$ cat src/rtl/keypad_pkg.sv
// Shared types and helpers for the parametrised keypad scanner.
// Holds the scan FSM state enum, default timing constants and key-map helpers.
// Ports: none (package only).
package keypad_pkg;

    typedef enum logic [1:0] {
        S_DRIVE  = 2'd0,
        S_SAMPLE = 2'd1,
        S_EVAL   = 2'd2
    } state_t;

    localparam int DEF_ROWS           = 4;
    localparam int DEF_COLS           = 4;
    localparam int DEF_SETTLE_CYCLES  = 50;
    localparam int DEF_DEBOUNCE_SCANS = 4;
    localparam int DEF_REPEAT_DELAY   = 100;
    localparam int DEF_REPEAT_RATE    = 25;

    // Key maps are zero-extended to this width before being handed to the helpers.
    localparam int MAX_KEYS = 256;

    // Width of a raw key index r*COLS + c; never narrower than one bit.
    function automatic int key_width(input int rows, input int cols);
        return (rows * cols > 1) ? $clog2(rows * cols) : 1;
    endfunction

    function automatic int unsigned popcount(input logic [MAX_KEYS-1:0] map);
        int unsigned n;
        n = 0;
        for (int i = 0; i < MAX_KEYS; i++) begin
            if (map[i]) n++;
        end
        return n;
    endfunction

    // Lowest set bit of the map; only meaningful when exactly one bit is set.
    function automatic int first_index(input logic [MAX_KEYS-1:0] map);
        int idx;
        idx = 0;
        for (int i = MAX_KEYS - 1; i >= 0; i--) begin
            if (map[i]) idx = i;
        end
        return idx;
    endfunction

endpackage

$ cat src/rtl/keypad_sync2.sv
// Two-flop synchroniser for the asynchronous keypad row inputs.
// Ports: clk/rst (sync active-high), raw (async input bus), synced (clk-domain copy).
// Latency two cycles; resets to all ones, which is the idle (no key) row level.
module keypad_sync2 #(
    parameter int WIDTH = 4
) (
    input  logic             clk,
    input  logic             rst,
    input  logic [WIDTH-1:0] raw,
    output logic [WIDTH-1:0] synced
);

    logic [WIDTH-1:0] meta;

    always_ff @(posedge clk) begin
        if (rst) begin
            meta   <= '1;
            synced <= '1;
        end else begin
            meta   <= raw;
            synced <= meta;
        end
    end

endmodule

$ cat src/rtl/keypad_scanner.sv
// ROWS x COLS matrix keypad scanner: column drive, debounced key map, single-key events.
// Ports: clk/rst (sync active-high), row_n (async active-low rows), col_n (active-low column
//   drive), key_code (raw index r*COLS+c), key_valid (1-cycle event), key_held, multi_key.
// Optional auto-repeat is compiled in when the macro KEYPAD_REPEAT_EN is defined.
module keypad_scanner
    import keypad_pkg::*;
#(
    parameter int ROWS           = DEF_ROWS,
    parameter int COLS           = DEF_COLS,
    parameter int SETTLE_CYCLES  = DEF_SETTLE_CYCLES,
    parameter int DEBOUNCE_SCANS = DEF_DEBOUNCE_SCANS,
    parameter int REPEAT_DELAY   = DEF_REPEAT_DELAY,
    parameter int REPEAT_RATE    = DEF_REPEAT_RATE,
    localparam int KW            = key_width(ROWS, COLS)
) (
    input  logic            clk,
    input  logic            rst,
    input  logic [ROWS-1:0] row_n,
    output logic [COLS-1:0] col_n,
    output logic [KW-1:0]   key_code,
    output logic            key_valid,
    output logic            key_held,
    output logic            multi_key
);

    localparam int NK = ROWS * COLS;
    localparam int CW = (COLS > 1) ? $clog2(COLS) : 1;
    localparam int SW = $clog2(SETTLE_CYCLES);
    localparam int DW = $clog2(DEBOUNCE_SCANS + 1);

    if (SETTLE_CYCLES < 2 || DEBOUNCE_SCANS < 1 || REPEAT_DELAY < 1 || REPEAT_RATE < 1) begin : g_param_check
        $error("keypad_scanner: timing parameter out of range");
    end

    logic [ROWS-1:0] row_sync;

    keypad_sync2 #(.WIDTH(ROWS)) u_sync (
        .clk    (clk),
        .rst    (rst),
        .raw    (row_n),
        .synced (row_sync)
    );

    state_t          state, state_nxt;
    logic [CW-1:0]   col_idx, col_nxt;
    logic [SW-1:0]   settle_cnt, settle_nxt;
    logic [COLS-1:0] col_drive_nxt;
    logic [NK-1:0]   scan_map, prev_map, committed;
    logic [DW-1:0]   stable_cnt, stable_nxt;
    logic            lockout;
    logic            scan_same;
    logic            commit_en;
    int unsigned     new_count;
    logic [KW-1:0]   new_index;

    // Column sequencing: each column is driven for SETTLE_CYCLES cycles plus the
    // sample cycle, then one undriven evaluation cycle closes the scan.
    always_comb begin
        state_nxt  = state;
        col_nxt    = col_idx;
        settle_nxt = settle_cnt;
        case (state)
            S_DRIVE: begin
                if (settle_cnt == SW'(SETTLE_CYCLES - 1)) begin
                    settle_nxt = '0;
                    state_nxt  = S_SAMPLE;
                end else begin
                    settle_nxt = settle_cnt + 1'b1;
                end
            end
            S_SAMPLE: begin
                if (col_idx == CW'(COLS - 1)) begin
                    state_nxt = S_EVAL;
                end else begin
                    col_nxt   = col_idx + 1'b1;
                    state_nxt = S_DRIVE;
                end
            end
            S_EVAL: begin
                col_nxt   = '0;
                state_nxt = S_DRIVE;
            end
            default: begin
                col_nxt    = '0;
                settle_nxt = '0;
                state_nxt  = S_DRIVE;
            end
        endcase

        // col_n is registered from the next state so it is glitch-free at the pins
        // and sits at all ones while reset is held.
        col_drive_nxt = '1;
        if (state_nxt != S_EVAL) col_drive_nxt[col_nxt] = 1'b0;
    end

    // Debounce: the committed map only moves after DEBOUNCE_SCANS identical scans,
    // and only a genuinely different map counts as a commit (no re-firing).
    always_comb begin
        scan_same = (scan_map == prev_map);
        if (!scan_same)                               stable_nxt = DW'(1);
        else if (stable_cnt == DW'(DEBOUNCE_SCANS))   stable_nxt = stable_cnt;
        else                                          stable_nxt = stable_cnt + 1'b1;
        commit_en = (state == S_EVAL) && (stable_nxt == DW'(DEBOUNCE_SCANS)) &&
                    (scan_map != committed);
        new_count = popcount(MAX_KEYS'(scan_map));
        new_index = KW'(first_index(MAX_KEYS'(scan_map)));
    end

`ifdef KEYPAD_REPEAT_EN
    logic [15:0] rep_cnt;
    logic        rep_started;
    logic [15:0] rep_inc;
    logic [15:0] rep_target;

    always_comb begin
        rep_inc    = rep_cnt + 16'd1;
        rep_target = rep_started ? 16'(REPEAT_RATE) : 16'(REPEAT_DELAY);
    end
`endif

    always_ff @(posedge clk) begin
        if (rst) begin
            state      <= S_DRIVE;
            col_idx    <= '0;
            settle_cnt <= '0;
            col_n      <= '1;
            scan_map   <= '0;
            prev_map   <= '0;
            committed  <= '0;
            stable_cnt <= '0;
            lockout    <= 1'b0;
            key_code   <= '0;
            key_valid  <= 1'b0;
            key_held   <= 1'b0;
            multi_key  <= 1'b0;
`ifdef KEYPAD_REPEAT_EN
            rep_cnt     <= '0;
            rep_started <= 1'b0;
`endif
        end else begin
            state      <= state_nxt;
            col_idx    <= col_nxt;
            settle_cnt <= settle_nxt;
            col_n      <= col_drive_nxt;
            key_valid  <= 1'b0;

            if (state == S_SAMPLE) begin
                for (int k = 0; k < NK; k++) begin
                    if (col_idx == CW'(k % COLS)) scan_map[k] <= ~row_sync[k / COLS];
                end
            end

            if (state == S_EVAL) begin
                stable_cnt <= stable_nxt;
                if (!scan_same) prev_map <= scan_map;

                if (commit_en) begin
                    committed <= scan_map;
                    if (new_count == 0) begin
                        key_held  <= 1'b0;
                        multi_key <= 1'b0;
                        lockout   <= 1'b0;
                    end else if (new_count == 1) begin
                        multi_key <= 1'b0;
                        // A single key left over from a multi-key press stays silent
                        // until the pad has been fully released.
                        if (lockout) begin
                            key_held <= 1'b0;
                        end else begin
                            key_held  <= 1'b1;
                            key_code  <= new_index;
                            key_valid <= 1'b1;
                        end
                    end else begin
                        multi_key <= 1'b1;
                        key_held  <= 1'b0;
                        lockout   <= 1'b1;
                    end
                end

`ifdef KEYPAD_REPEAT_EN
                if (commit_en) begin
                    rep_cnt     <= '0;
                    rep_started <= 1'b0;
                end else if (key_held) begin
                    if (rep_inc == rep_target) begin
                        key_valid   <= 1'b1;
                        rep_cnt     <= '0;
                        rep_started <= 1'b1;
                    end else begin
                        rep_cnt <= rep_inc;
                    end
                end
`endif
            end
        end
    end

endmodule
$ cat config.mk
export PLATFORM = sky130hd
export DESIGN_NAME = keypad_scanner
export DESIGN_NICKNAME = d
export VERILOG_FILES = /design/src/rtl/keypad_pkg.sv /design/src/rtl/keypad_sync2.sv /design/src/rtl/keypad_scanner.sv
export SDC_FILE = /design/constraint.sdc
export NUM_CORES = 1
export LEC_CHECK = 0
export ABC_CLOCK_PERIOD_IN_PS = 13100
export BUFFER_PORTS_ARGS = -buffer_cell sky130_fd_sc_hd__buf_2
export CORE_MARGIN = 5
export CORE_UTILIZATION = 35
export DETAILED_ROUTE_END_ITERATION = 10
export PLACE_DENSITY_LB_ADDON = 0.1
export SYNTH_ARGS = -nofsm -noshare
export SYNTH_HDL_FRONTEND = slang
export SYNTH_SLANG_ARGS = --single-unit
export TNS_END_PERCENT = 50
$ cat constraint.sdc
create_clock -name clk -period 13.1 [get_ports clk]
set_input_delay 1.965 -clock clk [delete_from_list [all_inputs] [get_ports clk]]
set_output_delay 1.965 -clock clk [all_outputs]
set_load 0.03 [all_outputs]
==> results of run 1 <==
==> state kept, by name, summed over array words and instances (netlist names), 2 cells and up <==
register	count
committed	16
prev_map	16
scan_map	16
settle_cnt	6
col_n	4
key_code	4
u_sync.meta	4
u_sync.synced	4
stable_cnt	3
col_idx	2
state	2
==> stage by stage <==
stage,utilization (%),setup slack [ps],cell area [sq um]
finish,38.9,2300,6190
floorplan,-,3390,5660
detailed placement,37.1,2350,5900
global route,38.9,1390,6190
CTS,38.9,2270,6190
global placement,37.1,2640,5900
==> layout by cell type (no fill, tap or decap), drive strengths merged, types with 4 or more instances in the layout <==
cell and n:
nand2b 7, nor2 78, nor3 16, inv 23, and3 9, a21o 4
clkinv 5, nand3 15, ha 22, o21ai 25, buf 24, nor2b 8
and2 11, xnor2 43, mux2i 18, nor3b 5, o31ai 4, dfxtp 81
xor2 34, a211oi 21, or2 11, nand2 76, nor4 9, xnor3 5
nand4 13, clkbuf 9, or4 4, a21oi 44
==> where the power goes <==
| part | internal (uW) | switching (uW) |
|---|---|---|
| logic | 3.39 | 6.00 |
| clock network | 132 | 110 |
| registers | 248 | 1.79 |
| total | 384 | 118 |
==> area by class of cell <==
class / instances / area [sq um]
fillers: 1645 / 9700
multi-input cells: 540 / 3780
flip-flops and latches: 81 / 1620
well taps: 216 / 270
clock buffers: 9 / 225
repair buffers: 24 / 140
inverters: 22 / 82.6
clock inverters: 7 / 63.8
==> layer usage <==
layer,global-route usage (%),up-vias,part of all wire (%)
met2,24.0,82,46
met4,3.77,0,0.62
met1,22.1,2168,49
li1,-,2386,-
met3,1.75,5,4.2
met5,0,-,0
==> kinds of logic after synthesis <==
group | Yosys count | share of synthesized area (%)
adders and majority gates | 22 | 4.86
AOI/OAI and AO/OA | 139 | 16.9
muxes | 21 | 4.00
and+or+nand+nor | 274 | 24.3
buffers and inverters | 66 | 4.53
xor gates and xnor gates | 84 | 16.7
DFF | 81 | 28.6
==> critical path, delay by kind of cell, from the launching register on <==
family,cells,cell delay [ps]
adder cells (fa/ha/maj),13,4070
AO/OA/AOI/OAI,11,2160
AND/OR/NAND/NOR,16,2010
multiplexers,4,960
XOR/XNOR,3,690
flip-flops,1,560
buffers and inverters,3,260
==> path summary, 6_finish.rpt <==
kind / end / slack (ps)
max: key_code[0] / 2300
min: u_sync.synced[3] / 420
max reg2reg: key_code[0] / 2300
min reg2reg: u_sync.synced[3] / 420
==> impl_metrics.env, run 1 <==
export IMPL_routed_wl_um=13800
export IMPL_slew_violations=0
export IMPL_synthCells=687
export IMPL_finalNonFillerCells=899
export IMPL_yosys_register_bits=81
export IMPL_fin_skew_ps=11.2
export IMPL_grt_pass1_vias=4335
export IMPL_area_growth_pct=9.28
export IMPL_hold_start="u_sync.meta[3]"
export IMPL_netlist_top_cells_count="dfxtp_1 (81), nor2_1 (78), nand2_1 (75)"
export IMPL_wire_per_inst_um=15.4
export IMPL_required_ps=13360
export IMPL_grt_pass1_wl_um=22800
export IMPL_num_antenna_cells=0
export IMPL_ant_nets=0
export IMPL_drive_above_1_share_pct=12.4
export IMPL_cp_slowest_cell="dfxtp_1"
export IMPL_grt_usage_pct=15.2
export IMPL_pin_count=17
export IMPL_core_area_sq_mm=0.0159
export IMPL_hold_path_depth=1
export IMPL_grt_start_max_net_pins=79
export IMPL_setup_viol=0
export IMPL_setup_worst_path_end_class="flip-flop"
export IMPL_holdBufCountCts=0
export IMPL_yosysTopAreaCell="dfxtp_1"
export IMPL_cts_buffer_depth=2
export IMPL_clock_latency_ps=340
export IMPL_ys_warnings_count=0
export IMPL_drc=0
export IMPL_critPathKind="flip-flop to flip-flop"
export IMPL_dieArea_sq_mm=0.0188
export IMPL_via_count=4641
export IMPL_cp_max_fo=9
export IMPL_synthTopCellsByArea="dfxtp_1 (29%), xnor2_1 (5.4%), nor2_1 (5.2%)"
export IMPL_fmax_mhz=92.6
export IMPL_critical_path_max_stage_delay_ps=560
export IMPL_cap_viol_max_count=0
export IMPL_cts_buffers=9
export IMPL_viasPerCell=5.16
export IMPL_ctsRootBufferMaster="clkbuf_16"
export IMPL_gp_congestion=0.802
export IMPL_critPathLaunchType="flip-flop"
export IMPL_rsz0062_at_grt="no"
export IMPL_irDropWorstVdd_v=0.0000782
export IMPL_first_iter_violations=278
export IMPL_ys_flop_type="dfxtp_1"
export IMPL_hold_slack_ps=415
export IMPL_syn_nets=715
export IMPL_clkSinkCount=81
export IMPL_synth_top_area_share_pct=28.6
export IMPL_dp_hpwl_um=10100
export IMPL_worst_slew_pin_slew_ps=912
export IMPL_die_width_um=137
export IMPL_cts_resized=0
export IMPL_crit_start="scan_map[0]"
export IMPL_post_route_period_util_pct=82.5
export IMPL_reg2reg_from="scan_map[0]"
export IMPL_synth_seq_area_share_pct=28.6
export IMPL_grt_overflow=0
export IMPL_avgSynthCellArea_sq_um=8.24
export IMPL_placed_cells_incl_taps=883
export IMPL_h_tree_depth=3
export IMPL_clkTransAtPathRegs_ps=70
export IMPL_fin_tns_setup_ps=0
export IMPL_synth_enable_flop_cells=0
export IMPL_die_height_um=137
export IMPL_cts_tree="done"
export IMPL_firstDrtPassIters=4
export IMPL_yosysUniqueCellTypes=85
export IMPL_cp_arrival_ps=11070
export IMPL_async_flop_share_pct=0
export IMPL_post_cts_buffers=0
export IMPL_synth_most_common_cell="dfxtp_1"
export IMPL_power_density_mw_per_mm2=81.1
export IMPL_final_nets=706
export IMPL_period_needed_ps=10800
export IMPL_path_common_cell="ha_1"
export IMPL_synth_area_sq_mm=0.00566
export IMPL_rr_worst_depth=50
export IMPL_relSlewSlack_pct=39.0
export IMPL_hold_viol_final=0
export IMPL_grt_antenna_before_repair=0
export IMPL_io_buffers=16
export IMPL_leakage_uw=0.00260
export IMPL_num_rows=46
export IMPL_outcome="complete, no violations"
export IMPL_initial_core_util_pct=35.6
export IMPL_min_delay_path_class="flip-flop to flip-flop"
export IMPL_total_power_uw=502
(Power assumes the default switching activity.)
==> run 2, diff against run 1 <==
--- a/config.mk
+++ b/config.mk
@@ -5,7 +5,7 @@
 export SDC_FILE = /design/constraint.sdc
 export NUM_CORES = 1
 export LEC_CHECK = 0
-export ABC_CLOCK_PERIOD_IN_PS = 13100
+export ABC_CLOCK_PERIOD_IN_PS = 11100
 export BUFFER_PORTS_ARGS = -buffer_cell sky130_fd_sc_hd__buf_2
 export CORE_MARGIN = 5
 export CORE_UTILIZATION = 35
==> constraint.sdc (replaced) <==
create_clock -name clk -period 11.1 [get_ports clk]
set_input_delay 1.665 -clock clk [delete_from_list [all_inputs] [get_ports clk]]
set_output_delay 1.665 -clock clk [all_outputs]
set_load 0.03 [all_outputs]
==> run 2 against run 1 <==
Core utilization up 0.24 points. Via count grew 0.22%. Worst setup slack lost 1500 ps. Critical path type unchanged. Global-route usage up 0.32 points. Non-clock buffer count is 1 higher. Wire length grew 2.0%.
==> impl_metrics.env, run 2 (synthesized netlist as in run 1, its figures left out) <==
export IMPL_dp_hpwl_um=10200
export IMPL_hold_viol_final=0
export IMPL_cp_slowest_cell="dfxtp_4"
export IMPL_fmax_mhz=96.8
export IMPL_power_density_mw_per_mm2=95.2
export IMPL_worst_slew_pin_slew_ps=939
export IMPL_hold_slack_ps=420
export IMPL_slew_violations=0
export IMPL_leakage_uw=0.00262
export IMPL_die_width_um=137
export IMPL_rr_worst_depth=49
export IMPL_critPathKind="flip-flop to flip-flop"
export IMPL_pin_count=17
export IMPL_viasPerCell=5.17
export IMPL_final_common_cell="dfxtp_1"
export IMPL_grt_usage_pct=15.5
export IMPL_num_antenna_cells=0
export IMPL_outcome="complete, no violations"
export IMPL_min_delay_path_class="flip-flop to flip-flop"
export IMPL_cap_viol_max_count=0
export IMPL_cp_max_fo=9
export IMPL_firstDrtPassIters=4
export IMPL_setup_viol=0
export IMPL_fin_tns_setup_ps=0
export IMPL_grt_pass1_wl_um=22800
export IMPL_cts_tree="done"
export IMPL_grt_start_max_net_pins=79
export IMPL_grt_overflow=0
export IMPL_ant_nets=0
export IMPL_pre_cts_slack_ps=373
export IMPL_reg2reg_to="key_code[3]"
export IMPL_dieArea_sq_mm=0.0188
export IMPL_post_route_period_util_pct=93.0
export IMPL_clkSinkCount=81
export IMPL_ctsRootBufferMaster="clkbuf_16"
export IMPL_area_growth_pct=9.97
export IMPL_initial_core_util_pct=35.6
export IMPL_clock_latency_ps=350
export IMPL_drive_above_1_share_pct=13.9
export IMPL_required_ps=11330
export IMPL_hold_path_depth=1
export IMPL_final_nets=707
export IMPL_die_height_um=137
export IMPL_cp_arrival_ps=10550
export IMPL_cts_buffers=9
export IMPL_routed_wl_um=14100
export IMPL_relSlewSlack_pct=37.2
export IMPL_period_needed_ps=10330
export IMPL_reg2reg_from="scan_map[0]"
export IMPL_first_iter_violations=265
export IMPL_irDropWorstVdd_v=0.0000961
export IMPL_reg_largest_list="committed x16, prev_map x16, scan_map x16"
export IMPL_wire_per_inst_um=15.7
export IMPL_critical_path_max_stage_delay_ps=390
export IMPL_io_buffers=16
export IMPL_holdBufCountCts=0
export IMPL_path_common_cell="ha_1"
export IMPL_grt_antenna_before_repair=0
export IMPL_drc=0
export IMPL_critPathLaunchType="flip-flop"
export IMPL_core_area_sq_mm=0.0159
export IMPL_crit_start="scan_map[0]"
export IMPL_h_tree_depth=3
export IMPL_fin_skew_ps=11.4
export IMPL_final_cell_mix="dfxtp_1 (79), nor2_1 (77), nand2_1 (75)"
export IMPL_rrSetupSlack_ps=770
export IMPL_hold_path_endpoint="u_sync.synced[3]"
export IMPL_clkTransAtPathRegs_ps=70
export IMPL_hold_start="u_sync.meta[3]"
export IMPL_total_power_uw=593
export IMPL_rsz0062_at_grt="no"
export IMPL_grt_pass1_vias=4242
export IMPL_setup_worst_path_end_class="flip-flop"
export IMPL_via_count=4651
export IMPL_layout_setup_ws_ps=772
export IMPL_num_rows=46
export IMPL_cts_buffer_depth=2
export IMPL_gp_congestion=0.794
## run 2: cell types whose count changed in the layout (fill, tap and decap cells not counted), moves of 2 or more
cell,previous run,this run
dfxtp_1,81,79
nor2b_2,0,2
nor2b_1,8,6
inv_8,0,2
## run 2: worst max-delay path by stage
stage | depth (start not counted) | end | slack (ps)
final | 49 | key_code[3] | 770
after global routing | 49 | key_code[3] | 10
after CTS | 50 | key_code[3] | 310
after detailed placement | 50 | key_code[3] | 370
after global placement | 49 | key_code[3] | 630
after floorplan | 50 | key_code[0] | 1390
## run 2: power by group
group | switching, uW | internal [uW]
registers | 2.04 | 293
clock network | 131 | 156
logic | 7.10 | 3.99
## run 2: worst max-delay path, delay by kind of cell (launching register included)
family,cells,cell delay [ps]
fa+ha+maj,14,4150
compound gates,10,1970
mux,5,1160
buf+inv,2,140
simple gates,18,2420
flops,1,390
## run 2: area by class of cell
type,instances,area [sq um]
Fill cell,1631,9660
Timing Repair Buffer,25,148
Sequential cell,81,1630
Clock inverter,7,60.1
Inverter,22,82.6
Clock buffer,9,225
Multi-Input combinational cell,540,3810
Tap cell,216,270
## run 2: routing by layer
metal | wire length, um | part of all wire, % | up-vias | global-route usage [%]
li1 | - | - | 2382 | -
met1 | 7220 | 51 | 2197 | 22.4
met2 | 6260 | 44 | 61 | 23.7
met3 | 435 | 3.1 | 11 | 2.74
met4 | 172 | 1.2 | 0 | 4.43
met5 | 0 | 0 | - | 0
## run 2: through the flow
step                      utilization, %  instances  instance area [sq um]
after floorplan                        -        687                   5660
after detailed placement            37.2        884                   5900
after global routing                39.2        900                   6220
after CTS                           39.0        900                   6190
final                               39.2        900                   6220
after global placement              37.2        884                   5900
## run 2: timing repair
item / in CTS / in global routing
hold endpoints to repair: 0 / 0
buffers inserted: 0 / 0
gates resized for setup: 0 / 10
endpoints found under the setup margin: 0 / 8
==> run 3, diff against run 2 <==
--- a/config.mk
+++ b/config.mk
@@ -8,7 +8,7 @@
 export ABC_CLOCK_PERIOD_IN_PS = 11100
 export BUFFER_PORTS_ARGS = -buffer_cell sky130_fd_sc_hd__buf_2
 export CORE_MARGIN = 5
-export CORE_UTILIZATION = 35
+export CORE_UTILIZATION = 63
 export DETAILED_ROUTE_END_ITERATION = 10
 export PLACE_DENSITY_LB_ADDON = 0.1
 export SYNTH_ARGS = -nofsm -noshare
==> run 3 against run 2 <==
Die area fell by 42%. Wire length decreased by 8.9%. Sequential power is essentially flat. Register-to-register slack lost 130 ps. Clock skew shrank 3.8 ps. Clock power decreased by 10%. Maximum frequency down 1.2%. First-iteration DRC count up 21%. Sequential share of layout area is 0.88 points higher. Worst setup slack lost 130 ps. Critical path type unchanged. Non-clock buffer count shrank 5.
==> impl_metrics.env, run 3 (synthesized netlist as in run 1, its figures left out) <==
export IMPL_dp_hpwl_um=9370
export IMPL_area_sequential_sq_mm=0.00163
export IMPL_worst_slew_pin_slew_ps=991
export IMPL_hold_slack_ps=412
export IMPL_outcome="complete, no violations"
export IMPL_layout_setup_ws_ps=646
export IMPL_final_area_sq_mm=0.00602
export IMPL_cap_viol_max_count=0
export IMPL_viasPerCell=6.00
export IMPL_comb_power_share_pct=1.9
export IMPL_pre_cts_slack_ps=369
export IMPL_initial_core_util_pct=64.9
export IMPL_critPathKind="flip-flop to flip-flop"
export IMPL_period_needed_ps=10450
export IMPL_crit_family="adder cells"
export IMPL_grt_pass1_wl_um=21700
export IMPL_first_iter_violations=321
export IMPL_setup_worst_path_end_class="flip-flop"
export IMPL_io_buffers=16
export IMPL_gp_congestion=0.832
export IMPL_final_common_cell="dfxtp_1"
export IMPL_num_rows=34
export IMPL_fmax_mhz=95.7
export IMPL_pwr_share_clk_pct=45.8
export IMPL_num_antenna_cells=0
export IMPL_multi_input_area_sq_mm=0.00382
export IMPL_grt_pass1_vias=4546
export IMPL_firstDrtPassIters=5
export IMPL_ant_nets=0
export IMPL_path_common_cell="ha_1"
export IMPL_die_width_um=105
export IMPL_grt_overflow=0
export IMPL_leakage_uw=0.00258
export IMPL_power_report_internal_total_uw=447
export IMPL_reg_largest_list="committed x16, prev_map x16, scan_map x16"
export IMPL_critPathLaunchType="flip-flop"
export IMPL_clkTransAtPathRegs_ps=80
export IMPL_cp_slowest_cell="a211oi_4"
export IMPL_grt_antenna_before_repair=0
export IMPL_relSlewSlack_pct=33.8
export IMPL_core_area_sq_mm=0.00872
export IMPL_routed_wl_um=12800
export IMPL_drive_above_1_share_pct=13.3
export IMPL_cp_arrival_ps=10700
export IMPL_grt_usage_pct=23.6
export IMPL_critical_path_max_stage_delay_ps=390
export IMPL_switching_share_pct=20.6
export IMPL_wire_per_inst_um=16.3
export IMPL_via_count=4723
export IMPL_clock_latency_ps=360
export IMPL_cts_buffer_depth=2
export IMPL_pin_count=17
export IMPL_die_height_um=105
export IMPL_cts_buffers=9
export IMPL_cts_tree="done"
export IMPL_holdBufCountCts=0
export IMPL_required_ps=11340
export IMPL_min_delay_path_class="flip-flop to flip-flop"
export IMPL_worst_path_buf_inv=2
export IMPL_power_density_mw_per_mm2=93.6
export IMPL_fin_skew_ps=7.60
export IMPL_irDropWorstVdd_v=0.000103
export IMPL_slew_violations=0
export IMPL_drc=0
export IMPL_ctsRootBufferMaster="clkbuf_8"
export IMPL_post_dp_cell_area_sq_mm=0.00572
export IMPL_nFillCells=744
export IMPL_h_tree_depth=3
export IMPL_setup_viol=0
export IMPL_grt_start_max_net_pins=79
export IMPL_post_route_period_util_pct=94.2
export IMPL_final_nets=702
export IMPL_dieArea_sq_mm=0.0110
export IMPL_clkSinkCount=81
export IMPL_hold_viol_final=0
export IMPL_fin_tns_setup_ps=0
export IMPL_final_cell_mix="dfxtp_1 (78), nor2_1 (77), nand2_1 (75)"
export IMPL_power_frac_seq_pct=52.3
export IMPL_switchingPower_uw=116
export IMPL_cp_max_fo=9
export IMPL_area_growth_pct=6.32
## run 3: power groups by stage
stage	sequential, uW	combinational (uW)	clock, uW
3_5_place_dp	302	10.8	0
2_1_floorplan	301	7.84	0
5_1_grt	295	11.9	275
4_1_cts	295	10.9	261
6_report	295	10.7	258
3_3_place_gp	301	10.6	0
## run 3: per-stage QoR
stage | cells | util, % | total power (uW)
6_report | 787 | 69.0 | 563
5_1_grt | 787 | 69.0 | 583
4_1_cts | 786 | 68.4 | 567
3_5_place_dp | 770 | 65.6 | 312
3_3_place_gp | 770 | 65.6 | 312
2_1_floorplan | 687 | - | 309
## run 3: timing repair
item                                   in CTS  in global routing
setup endpoints to repair                   0                  8
endpoints found under the hold margin       0                  0
buffers inserted                            0                  1
gates resized for setup                     0                 11
## run 3: area by class of cell
type                    instances  area share (%)
clock buffers                  10            2.12
clock inverters                 6            1.91
inverters                      22            1.37
multi-input cells             540            63.5
flip-flops and latches         81            27.0
well taps                     108            2.25
repair buffers                 20            1.83
## run 3: worst paths after layout
| check | start | endpoint | slack, ps | cells after the start |
|---|---|---|---|---|
| max | scan_map[0] | key_code[3] | 650 | 49 |
| min | u_sync.meta[3] | u_sync.synced[3] | 410 | 1 |
| max reg2reg | scan_map[0] | key_code[3] | 650 | 49 |
| min reg2reg | u_sync.meta[3] | u_sync.synced[3] | 410 | 1 |
## run 3: layer usage
metal  GRT usage [%]  vias up  wire [um]
met2            41.0       93       6360
met3            3.58       11        479
met4            7.31        0        157
met1            30.0     2243       5840
met5               0        -          0
li1                -     2376          -
